$ cat src/rtl/adc_pixel_capture.sv
// adc_pixel_capture
//   Captures pixels from an ADC front end. It tags each pixel with its x/y
//   position and converts it to rgb565. Pixels are queued in a show-ahead
//   FIFO that an SRAM writer drains.
//   Optional feature macro: ADC_CAPTURE_STATS_EN adds the drop_count port,
//   which counts pixels lost to a full FIFO.
//
// Handshake: pixel_ready is high whenever the FIFO holds an entry, and
// pixel_data then shows the head entry. A cycle with pixel_read and
// pixel_ready both high consumes the head. pixel_read while pixel_ready is
// low has no effect. The ADC side has no back-pressure: adc_valid marks one
// pixel per cycle, and that pixel is either stored, ignored or dropped.
module adc_pixel_capture #(
    parameter int X_RES      = 800,
    parameter int Y_RES      = 600,
    parameter int FIFO_DEPTH = 16
) (
    input  logic        clk,
    input  logic        rst_n,
    input  logic        adc_valid,
    input  logic        adc_hsync,
    input  logic        adc_vsync,
    input  logic [7:0]  adc_r,
    input  logic [7:0]  adc_g,
    input  logic [7:0]  adc_b,
    output logic [37:0] pixel_data,
    output logic        pixel_ready,
    input  logic        pixel_read,
`ifdef ADC_CAPTURE_STATS_EN
    output logic [15:0] drop_count,
`endif
    output logic [0:0]  dbg_state_o
);

    localparam int AW = $clog2(FIFO_DEPTH);

    localparam logic [0:0] ST_IDLE  = 1'b0;
    localparam logic [0:0] ST_FRAME = 1'b1;

    localparam logic [10:0] COORD_MAX = 11'h7FF;

    logic [0:0]  state_q, state_d;
    logic [10:0] x_q, x_d;
    logic [10:0] y_q, y_d;
    logic        seen_q, seen_d;
    logic        vs_prev_q, hs_prev_q;
    logic        vs_rise, hs_rise;
    logic        push_req;
    logic [15:0] rgb565;

    logic [37:0] mem_q [FIFO_DEPTH];
    logic [AW:0] wr_ptr_q, rd_ptr_q;
    logic        fifo_empty, fifo_full;
    logic        do_push, do_pop;

    assign vs_rise = adc_vsync & ~vs_prev_q;
    assign hs_rise = adc_hsync & ~hs_prev_q;
    assign rgb565  = {adc_r[7:3], adc_g[7:2], adc_b[7:3]};

    assign dbg_state_o = state_q;

    // Remember the previous sync levels so that rising edges can be detected
    always_ff @(posedge clk or negedge rst_n) begin
        if (!rst_n) begin
            vs_prev_q <= 1'b0;
            hs_prev_q <= 1'b0;
        end else begin
            vs_prev_q <= adc_vsync;
            hs_prev_q <= adc_hsync;
        end
    end

    // Capture state machine and coordinates. A sync edge wins over a
    // coincident pixel, and that pixel is discarded.
    always_comb begin
        state_d  = state_q;
        x_d      = x_q;
        y_d      = y_q;
        seen_d   = seen_q;
        push_req = 1'b0;
        if (vs_rise) begin
            state_d = ST_FRAME;
            x_d     = 11'd0;
            y_d     = 11'd0;
            seen_d  = 1'b0;
        end else if (state_q == ST_FRAME) begin
            if (hs_rise) begin
                x_d    = 11'd0;
                seen_d = 1'b0;
                // A line only advances y if it carried at least one pixel
                if (seen_q && (y_q != COORD_MAX)) begin
                    y_d = y_q + 11'd1;
                end
            end else if (adc_valid) begin
                push_req = (int'(x_q) < X_RES) && (int'(y_q) < Y_RES);
                seen_d   = 1'b1;
                if (x_q != COORD_MAX) begin
                    x_d = x_q + 11'd1;
                end
            end
        end
    end

    // Capture state registers
    always_ff @(posedge clk or negedge rst_n) begin
        if (!rst_n) begin
            state_q <= ST_IDLE;
            x_q     <= 11'd0;
            y_q     <= 11'd0;
            seen_q  <= 1'b0;
        end else begin
            state_q <= state_d;
            x_q     <= x_d;
            y_q     <= y_d;
            seen_q  <= seen_d;
        end
    end

    // FIFO status. The extra pointer bit separates the full case from the empty case.
    assign fifo_empty = (wr_ptr_q == rd_ptr_q);
    assign fifo_full  = (wr_ptr_q[AW] != rd_ptr_q[AW]) &&
                        (wr_ptr_q[AW-1:0] == rd_ptr_q[AW-1:0]);
    assign do_pop     = pixel_read & ~fifo_empty;
    // A full FIFO still accepts a push when the head leaves in the same cycle
    assign do_push    = push_req & (~fifo_full | do_pop);

    assign pixel_ready = ~fifo_empty;
    assign pixel_data  = fifo_empty ? 38'd0 : mem_q[rd_ptr_q[AW-1:0]];

    // FIFO storage. It needs no reset because the output is gated by empty.
    always_ff @(posedge clk) begin
        if (do_push) begin
            mem_q[wr_ptr_q[AW-1:0]] <= {x_q, y_q, rgb565};
        end
    end

    // FIFO pointers. They wrap naturally modulo 2*FIFO_DEPTH.
    always_ff @(posedge clk or negedge rst_n) begin
        if (!rst_n) begin
            wr_ptr_q <= '0;
            rd_ptr_q <= '0;
        end else begin
            if (do_push) wr_ptr_q <= wr_ptr_q + 1'b1;
            if (do_pop)  rd_ptr_q <= rd_ptr_q + 1'b1;
        end
    end

`ifdef ADC_CAPTURE_STATS_EN
    logic [15:0] drop_q;
    logic        drop_event;

    assign drop_event = push_req & fifo_full & ~do_pop;
    assign drop_count = drop_q;

    // Saturating count of in-range pixels lost to a full FIFO
    always_ff @(posedge clk or negedge rst_n) begin
        if (!rst_n) begin
            drop_q <= 16'd0;
        end else if (drop_event && (drop_q != 16'hFFFF)) begin
            drop_q <= drop_q + 16'd1;
        end
    end
`endif

endmodule

$ cat config.mk
export PLATFORM = sky130hd
export DESIGN_NAME = adc_pixel_capture
export DESIGN_NICKNAME = d
export VERILOG_FILES = /design/src/rtl/adc_pixel_capture.sv
export SDC_FILE = /design/constraint.sdc
export NUM_CORES = 1
export LEC_CHECK = 0
export CAP_MARGIN = 20
export CORE_ASPECT_RATIO = 2
export CORE_MARGIN = 8
export CORE_UTILIZATION = 62
export CTS_BUF_LIST = sky130_fd_sc_hd__clkbuf_8
export CTS_CLUSTER_SIZE = 10
export DETAILED_ROUTE_END_ITERATION = 6
export PLACE_DENSITY = 0.8
export SLEW_MARGIN = 20
export SYNTH_ARGS = -nofsm -noshare
export SYNTH_HDL_FRONTEND = slang
export SYNTH_SLANG_ARGS = --single-unit
$ cat constraint.sdc
create_clock -name clk -period 10.1 [get_ports clk]
set_input_delay 2.525 -clock clk [delete_from_list [all_inputs] [get_ports clk]]
set_output_delay 2.525 -clock clk [all_outputs]
set_load 0.01 [all_outputs]
=== Word-level counts from Yosys, hierarchy flattened ===
Memory sizes are Yosys's and may differ from the RTL's.
Cells that the tools add are included.

* Reductions and logical operators: 11
* Shifts and indexed selects: 0
* $add $sub $neg: 4
* Mux-type cells: 20
* Equal/unequal tests: 5
* $mul: 0
* Order comparisons: 2
* Divide/modulo/power cells: 0
* Bitwise logic cells: 9

{| class="wikitable"
|+ Operators with widths
! operator !! count
|-
| 11-bit two-way mux || 9
|-
| 38-bit two-way mux || 1
|-
| 11-bit by 1-bit adder with 11-bit output, second input constant || 2
|-
| 11-bit by 10-bit less-than comparator with 1-bit output, second input constant || 2
|-
| 11-bit != test, second input constant || 2
|-
| 5-bit by 1-bit adder with 5-bit output, second input constant || 2
|-
| 1-bit two-way mux || 10
|-
| 3-bit AND reduction || 2
|-
| 2-bit nonzero test || 3
|-
| 3-bit nonzero test || 2
|-
| 5-bit equality test || 1
|-
| 1-bit AND || 4
|-
| 4-bit equality test || 1
|-
| 1-bit NOT || 4
|-
| 1-bit logical AND || 3
|-
| 2-bit AND reduction || 1
|-
| 1-bit != test || 1
|-
| 1-bit OR || 1
|}

* Latch bits: 0
* RAM bits: 608
* Output and inout port bits: 40
* Word-level logic and storage cells: 60
* Memories: 1
* Bits in read-only memories: 0
* Input bits: 30
* Bits in registers: 36

{| class="wikitable"
|+ Memory list
! name !! words !! bits a word !! rd ports !! clocked after memory_dff !! wr ports !! line !! RTL
|-
| mem_q || 16 || 38 || 1 || 0 || 1 || 51 || <nowiki>logic [37:0] mem_q [FIFO_DEPTH];</nowiki>
|}

=== Longest topological paths before layout ===
Gate-level depths: netlist of run 1.

* Word-level depth: 9
* Depth in mapped cells: 8
* Depth with buffers taken out: 6

=== Worst setup path before layout of run 1 ===
OpenSTA, ideal clock, no wires.

* Path kind: in2reg
* Start point: input port adc_vsync
* End point: memory mem_q[3][0], enable pin
* Path slack: 3.140 ns
* Arrival: 6.479 ns
* Required time: 9.619 ns
* Setup time: 0.481 ns
* Stages: 6
* Path buffers: 1
* Cells stage by stage: nor2b_2 buf_6 or4_4 a211oi_4 nand2_1 nor3_1

* Word-level cells in the longest chain between the ends: 5

{| class="wikitable"
|+ RTL lines
! what !! line !! RTL
|-
| start, declared || 22 || <nowiki>input logic adc_vsync,</nowiki>
|-
| 1-bit AND || 56 || <nowiki>assign vs_rise = adc_vsync & ~vs_prev_q;</nowiki>
|-
| 1-bit two-way mux || 81 || <nowiki>if (vs_rise) begin</nowiki>
|-
| 1-bit AND || 125 || <nowiki>assign do_push = push_req & (~fifo_full | do_pop);</nowiki>
|-
| 1-bit two-way mux || 132 || <nowiki>if (do_push) begin</nowiki>
|-
| 1-bit two-way mux (not written as such) || 133 || <nowiki>mem_q[wr_ptr_q[AW-1:0]] <= {x_q, y_q, rgb565};</nowiki>
|-
| end, declared || 51 ||
|}

Every way passes these cells.

=== Worst setup path after layout of run 1 ===
* Start point: register rd_ptr_q[1]
* End point: output port pixel_ready

* Word-level cells in the longest chain between the ends: 2

{| class="wikitable"
|+ RTL lines
! what !! line !! RTL
|-
| start, declared || 52 || <nowiki>logic [AW:0] wr_ptr_q, rd_ptr_q;</nowiki>
|-
| start signal, assigned || 144 || <nowiki>if (do_pop) rd_ptr_q <= rd_ptr_q + 1'b1;</nowiki>
|-
| 5-bit equality test || 120 || <nowiki>assign fifo_empty = (wr_ptr_q == rd_ptr_q);</nowiki>
|-
| 1-bit NOT || 127 || <nowiki>assign pixel_ready = ~fifo_empty;</nowiki>
|-
| end, declared || 27 || <nowiki>output logic pixel_ready,</nowiki>
|}

Every way passes these cells.

==> out/summary.log, run 1 <==
INFO  synthesis      mappedNetlistArea=0.0247mm²
INFO  timing         rsz0062_at_grt=false
INFO  drt            total_routed_wirelength=52.8mm
INFO  grt            global_route.overflow_total=0
INFO  setup_path     crit_path_start_kind=flop
INFO  place          place_area=0.0260mm²
INFO  floorplan      ioPinCount=70
INFO  setup_path     cp_data_required_time=7580ps
INFO  setup_path     r2r-start=x_q[6]
INFO  clock_network  postcts_setup_bufs=0
INFO  setup_path     critical-path-max-stage-delay=1090ps
INFO  clock_network  clkSinkCount=644
INFO  setup_path     critical_path_buf_inv_count=3
INFO  grt            antenna_found_initial=1
INFO  flow_run       maxCapViolCount=0
INFO  synthesis      ys_dominant_reg_cell=sky130_fd_sc_hd__edfxtp_1
INFO  setup_path     worst-setup-path-type=reg2out
INFO  timing         fmax=149MHz
INFO  timing         fin_skew=29.0ps
INFO  grt            pin_count_of_the_biggest_net_entering_global_routing=68
INFO  final_layout   drive_above_1_share=0.237
INFO  final_layout   n_fill_cell=2,339
INFO  grt            number_of_global_route_vias_before_repair=12,900
INFO  drt            wl_per_cell=28.8µm
INFO  timing         timing.final.setup_violations=0
INFO  floorplan      floorplan.initialDensity=0.626
INFO  power_and_ir_drop leakagePower=8.79nW
INFO  synthesis      synth.net_count=1,181
INFO  setup_path     setup.reg_to_reg.worst_slack=6100ps
INFO  clock_network  cts-root-to-sink-buffers=3
INFO  setup_path     worst-endpoint-arrival=4200ps
INFO  grt            combined_global_route_utilization_of_all_metal_layers=0.233
INFO  timing         layout_worst_path_cycle_share=0.665
INFO  clock_network  cts_stage_hold_buffer_count=0
INFO  setup_path     critical_path.slowest_cell=sky130_fd_sc_hd__dfrtp_4
INFO  final_layout   sequential_cell_area=0.0192mm²
INFO  timing         finalHoldViolCount=0
INFO  floorplan      die_area=0.0469mm²
INFO  timing         tightestPinTransition=1030ps
INFO  final_layout   final_area=0.0275mm²
INFO  place          numPortBuffers=61
INFO  setup_path     worstPathCellList=xor2_1 > nor4_2 > and2_2 > buf_4 > inv_1 > clkdlybuf4s50_1
INFO  clock_network  cts_buffers=81
INFO  drt            drt_first_iter_violations=1,297
INFO  clock_network  postCtsResizedCells=0
INFO  synthesis      synth-seq-area-share=0.776
INFO  setup_path     path_depth=6
INFO  power_and_ir_drop power_density=261mW/mm²
INFO  min_path       min_path_type=reg2reg
INFO  floorplan      die_y=298µm
INFO  setup_path     crit_path_end=pixel_ready
INFO  floorplan      placement_row_count=103
INFO  synthesis      netlist-cell-type-count=50
INFO  final_layout   layout-area-overhead-vs-synth=11.6%
INFO  clock_network  tritoncts_clock_tree=yes
INFO  setup_path     worstReg2RegEnd=mem_q[9][8]
INFO  timing         timing.max_slew.rel_slack=0.307
INFO  timing         fin_tns_setup=0ps
INFO  drt            detail_route.drc_violations=0
INFO  timing         maxSlewViolCount=0
INFO  floorplan      fp.dieW=157µm
INFO  final_layout   area_taken_by_multi_input_logic_gates=0.00537mm²
INFO  clock_network  h_tree_lvl_count=3
INFO  synthesis      async_flop_share=0.0559
INFO  place          detailed_place_hpwl=28.7mm
INFO  synthesis      edff_count_synth=608
INFO  synthesis      synth.ff_latch_count=644
INFO  setup_path     timing.critical_path.from=rd_ptr_q[1]
INFO  drt            drt-pass1-iter-count=7
INFO  clock_network  path_clk_slew=70ps
INFO  setup_path     path_delay_family=buffers and inverters
INFO  outcome        outcome=completed
INFO  setup_path     crit_fanout=51
INFO  synthesis      syn_inst=1,144
INFO  drt            vias=12,100
INFO  floorplan      core_region_area=0.0394mm²
INFO  final_layout   nets=1,291
INFO  synthesis      synthesis.area_per_instance=21.6µm²
INFO  synthesis      synth_warnings=0
INFO  place          globalplace.congestion=0.771
INFO  power_and_ir_drop vdd.ir_drop.worst=213µV
INFO  grt            wire_length_of_the_first_global_routing_pass=79.0mm
INFO  drt            detailed_route_vias_per_instance=6.58
INFO  clock_network  cts_root_buffer=sky130_fd_sc_hd__clkbuf_8
INFO  timing         timing.final.crit_period=6720ps
INFO  clock_network  clk_latency=640ps
INFO  setup_path     endpoint_kind=primary output
INFO  drt            antenna_left=0
INFO  setup_path     r2r.worst_path.cells=6
[sequential cells by signal, summed over array words and instances (netlist names)]
signal	flops
vs_prev_q	1
x_q	11
mem_q	608
seen_q	1
rd_ptr_q	5
hs_prev_q	1
y_q	11
wr_ptr_q	5
dbg_state_o	1
[cells in the mapped netlist, types with 3 or more instances]
cell type	n	area, µm²
sky130_fd_sc_hd__mux4_2	152	3420
sky130_fd_sc_hd__edfxtp_1	608	18300
sky130_fd_sc_hd__nor3_1	15	75.1
sky130_fd_sc_hd__clkbuf_1	37	139
sky130_fd_sc_hd__buf_2	19	95.1
sky130_fd_sc_hd__nor2b_1	3	18.8
sky130_fd_sc_hd__nor4_1	7	43.8
sky130_fd_sc_hd__nor2_1	35	131
sky130_fd_sc_hd__nand3_1	4	20.0
sky130_fd_sc_hd__nand2b_1	4	25.0
sky130_fd_sc_hd__a21oi_1	41	205
sky130_fd_sc_hd__nand2_1	24	90.1
sky130_fd_sc_hd__ha_1	7	87.6
sky130_fd_sc_hd__a22oi_1	76	571
sky130_fd_sc_hd__xnor2_1	20	175
sky130_fd_sc_hd__o21ai_0	3	15.0
sky130_fd_sc_hd__xor2_1	6	52.6
sky130_fd_sc_hd__inv_1	6	22.5
sky130_fd_sc_hd__dfrtp_1	36	901
sky130_fd_sc_hd__nand4_1	8	50.1
[metal layers]
metal | GRT usage | up-vias | routed length, µm
met3 | 0.0451 | 132 | 4620
met2 | 0.399 | 673 | 28500
met4 | 0.102 | 0 | 1760
met1 | 0.282 | 6247 | 18000
met5 | 0 | - | 0
li1 | - | 5019 | -
[worst reg2reg max path: stages, from the launching register on]
cell and delay (ps):
sky130_fd_sc_hd__dfrtp_1 620, sky130_fd_sc_hd__o311a_1 500, sky130_fd_sc_hd__or4_4 460, sky130_fd_sc_hd__a211oi_4 410
sky130_fd_sc_hd__nand2_1 340, sky130_fd_sc_hd__nor2_4 830, sky130_fd_sc_hd__buf_4 490
[worst min-delay path by stage]
| stage | from | end | slack, ps | depth (start not counted) |
|---|---|---|---|---|
| global route | rd_ptr_q[4] | rd_ptr_q[4] | 520 | 1 |
| finish | rd_ptr_q[4] | rd_ptr_q[4] | 500 | 1 |
| floorplan | rd_ptr_q[4] | rd_ptr_q[4] | 460 | 1 |
| CTS | rd_ptr_q[4] | rd_ptr_q[4] | 510 | 1 |
| global placement | rd_ptr_q[4] | rd_ptr_q[4] | 480 | 1 |
| detailed placement | rd_ptr_q[4] | rd_ptr_q[4] | 490 | 1 |
[layout by cell type, fill, tap and decap left out, types with 6 or more instances in the layout]
master and count:
sky130_fd_sc_hd__nor2_4 12, sky130_fd_sc_hd__a22oi_1 76, sky130_fd_sc_hd__nand4_1 8, sky130_fd_sc_hd__clkdlybuf4s50_1 60, sky130_fd_sc_hd__a21oi_1 41, sky130_fd_sc_hd__nor3_1 11
sky130_fd_sc_hd__xnor2_1 20, sky130_fd_sc_hd__ha_1 7, sky130_fd_sc_hd__mux4_2 152, sky130_fd_sc_hd__nand2_1 24, sky130_fd_sc_hd__dfrtp_1 34, sky130_fd_sc_hd__nor4_1 7
sky130_fd_sc_hd__buf_4 24, sky130_fd_sc_hd__clkinv_1 11, sky130_fd_sc_hd__inv_1 33, sky130_fd_sc_hd__edfxtp_1 608, sky130_fd_sc_hd__xor2_1 6, sky130_fd_sc_hd__nor2_1 23
sky130_fd_sc_hd__clkbuf_8 92
[stage by stage]
stage	cells	worst slack (ps)	hold slack, ps	util	power [mW]
4_1_cts	1833	3090	507	0.698	7.27
2_1_floorplan	1144	3140	462	-	4.62
6_report	1834	3380	504	0.699	7.20
3_3_place_gp	1696	3770	479	0.660	5.47
3_5_place_dp	1696	3780	493	0.660	5.51
5_1_grt	1834	3210	517	0.699	7.49
[where the power goes]
part / leakage, nW / switching, mW / internal (mW)
clock network: 0.877 / 0.876 / 0.902
logic: 1.90 / 1.08 / 1.06
registers: 6.02 / 0.186 / 3.09
total: 8.79 / 2.14 / 5.06
[logic make-up (layout without fill, tap and decap cells)]
family / count (synthesis) / count (layout) / share of synthesized area
AOI/OAI and AO/OA: 133 / 133 / 0.0365
xor gates and xnor gates: 27 / 27 / 0.00988
adders and majority gates: 7 / 7 / 0.00355
buffers and inverters: 66 / 230 / 0.0117
DFF: 644 / 644 / 0.776
muxes: 154 / 154 / 0.140
other: 0 / 1 / 0
and+or+nand+nor: 113 / 113 / 0.0229
[cell type report]
type	count	share of cell area
Clock inverter	45	0.00927
Timing Repair Buffer	87	0.0293
Inverter	6	0.000818
Antenna cell	1	0.0000908
Tap cell	525	0.0238
Clock buffer	92	0.0460
Multi-Input combinational cell	434	0.195
Sequential cell	644	0.696
No activity file was read; power rests on OpenSTA's default activity.
==> run 2, diff against run 1 <==
CORE_UTILIZATION = 57   (was 62)
PLACE_DENSITY = 0.78   (was 0.8)
clock period = 5.6 ns   (was 10.1 ns; I/O delays follow)
==> run 2 against run 1 <==
Compared with the run above: final cell count grew 1.7%; die area rose by 8.1%; highest routed layer is now met5; sequential power increased by 78%; sequential share of layout area fell by 0.49 points; flip-flop and latch count stayed put; count of clock-buffer cells in the layout increased by 6; design area rose by 0.70%; critical path depth unchanged; non-clock buffer count is 2 higher; first-iteration DRC count decreased by 3.0%; largest power group unchanged; combinational power is 85% higher.
==> out/summary.log, run 2 (synthesized netlist as in run 1, its figures left out) <==
INFO  drt            antenna_left=0
INFO  clock_network  cts-root-to-sink-buffers=3
INFO  power_and_ir_drop leakagePower=8.85nW
INFO  final_layout   layout-area-overhead-vs-synth=12.4%
INFO  setup_path     crit_fanout=33
INFO  drt            detail_route.drc_violations=0
INFO  min_path       hold_path_depth=1
INFO  clock_network  cts_root_buffer=sky130_fd_sc_hd__clkbuf_8
INFO  setup_path     path_depth=6
INFO  grt            antenna_found_initial=2
INFO  clock_network  path_clk_slew=60ps
INFO  drt            drt-pass1-iter-count=7
INFO  timing         layout_worst_path_cycle_share=0.924
INFO  clock_network  clkSinkCount=644
INFO  grt            combined_global_route_utilization_of_all_metal_layers=0.204
INFO  clock_network  postcts_setup_bufs=0
INFO  timing         fin_tns_setup=0ps
INFO  setup_path     worst-endpoint-arrival=3770ps
INFO  power_and_ir_drop power_density=467mW/mm²
INFO  floorplan      placement_row_count=108
INFO  timing         timing.final.setup_violations=0
INFO  floorplan      fp.dieW=163µm
INFO  floorplan      die_area=0.0506mm²
INFO  grt            pin_count_of_the_biggest_net_entering_global_routing=156
INFO  power_and_ir_drop vdd.ir_drop.worst=400µV
INFO  min_path       min_path_type=reg2reg
INFO  final_layout   nets=1,296
INFO  setup_path     endpoint_kind=primary output
INFO  final_layout   most-common-layout-cells=608 x sky130_fd_sc_hd__edfxtp_1, 152 x sky130_fd_sc_hd__mux4_2, 98 x sky130_fd_sc_hd__clkbuf_8
INFO  setup_path     setup.reg_to_reg.worst_slack=2030ps
INFO  timing         timing.final.crit_period=5170ps
INFO  setup_path     path_delay_family=simple AND/OR/NAND/NOR gates
INFO  clock_network  h_tree_lvl_count=3
INFO  flow_run       maxCapViolCount=0
INFO  setup_path     critical_path_buf_inv_count=2
INFO  clock_network  clk_latency=620ps
INFO  final_layout   final_common_cell=sky130_fd_sc_hd__edfxtp_1
INFO  setup_path     crit_path_start_kind=flop
INFO  timing         timing.max_slew.rel_slack=0.332
INFO  timing         fin_skew=12.6ps
INFO  grt            number_of_global_route_vias_before_repair=12,600
INFO  setup_path     critical-path-max-stage-delay=850ps
INFO  clock_network  cts_buffers=84
INFO  timing         fmax=193MHz
INFO  setup_path     critical_path.slowest_cell=sky130_fd_sc_hd__dfrtp_4
INFO  floorplan      ioPinCount=70
INFO  place          detailed_place_hpwl=27.7mm
INFO  drt            wl_per_cell=27.1µm
INFO  drt            drt_first_iter_violations=1,258
INFO  timing         finalHoldViolCount=0
INFO  timing         rsz0062_at_grt=false
INFO  drt            detailed_route_vias_per_instance=6.35
INFO  place          globalplace.congestion=0.772
INFO  setup_path     r2r.worst_path.cells=6
INFO  final_layout   number_of_flip_flops_under_the_largest_register_name=608
INFO  floorplan      die_y=310µm
INFO  grt            global_route.overflow_total=0
INFO  timing         maxSlewViolCount=0
INFO  grt            wire_length_of_the_first_global_routing_pass=76.8mm
INFO  setup_path     worst-setup-path-type=reg2out
INFO  outcome        outcome=completed
INFO  drt            total_routed_wirelength=50.6mm
INFO  timing         tightestPinTransition=993ps
INFO  floorplan      floorplan.initialDensity=0.573
INFO  setup_path     worstPathCellList=xor2_1 > nor4_2 > and2_2 > buf_4 > a21oi_1 > clkdlybuf4s50_1
INFO  final_layout   n_fill_cell=2,712
INFO  clock_network  tritoncts_clock_tree=yes
INFO  timing         final.hold.worst_slack=504ps
INFO  drt            vias=11,800
INFO  final_layout   drive_above_1_share=0.243
INFO  floorplan      core_region_area=0.0431mm²
INFO  place          numPortBuffers=61
INFO  clock_network  postCtsResizedCells=0
INFO  setup_path     cp_data_required_time=4200ps
INFO  clock_network  cts_stage_hold_buffer_count=0
[run 2: changes by cell type in the layout (fill, tap and decap cells not counted)]
cell	before	now
sky130_fd_sc_hd__inv_1	33	34
sky130_fd_sc_hd__clkinv_1	11	8
sky130_fd_sc_hd__buf_12	0	10
sky130_fd_sc_hd__nor3_2	4	0
sky130_fd_sc_hd__nor3_4	0	4
sky130_fd_sc_hd__buf_4	24	18
sky130_fd_sc_hd__bufinv_16	3	0
sky130_fd_sc_hd__clkinv_2	3	7
sky130_fd_sc_hd__clkbuf_8	92	98
sky130_fd_sc_hd__buf_6	2	0
[run 2: final cells by class]
type,instances,area [µm²],area share
Sequential cell,644,19200,0.691
Timing Repair Buffer,89,941,0.0339
Inverter,6,22.5,0.000812
Multi-Input combinational cell,434,5400,0.195
Tap cell,550,688,0.0248
Antenna cell,1,2.50,0.0000902
Clock buffer,98,1350,0.0486
Clock inverter,44,178,0.00640
[run 2: stage by stage]
step / area [µm²] / std cells / setup WS, ps / total power, mW / util
floorplan: 24700 / 1144 / 781 / 8.33 / -
global placement: 26200 / 1723 / 921 / 9.87 / 0.608
detailed placement: 26200 / 1723 / 865 / 9.97 / 0.608
CTS: 27700 / 1865 / 346 / 13.1 / 0.644
global route: 27700 / 1866 / 262 / 13.5 / 0.644
finish: 27700 / 1866 / 428 / 13.0 / 0.644
[run 2: worst paths after layout]
kind,from,to
setup / recovery,rd_ptr_q[1],pixel_data[22]
hold / removal,rd_ptr_q[4],rd_ptr_q[4]
hold reg to reg,rd_ptr_q[4],rd_ptr_q[4]
max in group asynchronous,rst_n,rd_ptr_q[1]
setup reg to reg,x_q[5],mem_q[4][5]
min in group asynchronous,rst_n,y_q[7]
[run 2: power breakdown]
| part | total (mW) | switching [mW] | internal (mW) |
|---|---|---|---|
| Combinational | 3.96 | 2.01 | 1.95 |
| Sequential | 5.84 | 0.257 | 5.58 |
| Clock | 3.16 | 1.58 | 1.58 |
| Total | 13.0 | 3.84 | 9.11 |
[run 2: metal layers]
metal  up-vias  share of wire  global-route usage
met1      6188           0.38               0.261
met3        88          0.075              0.0364
met5         -        0.00026                   0
met2       536           0.52               0.349
met4         2          0.020              0.0690
li1       5028              -                   -
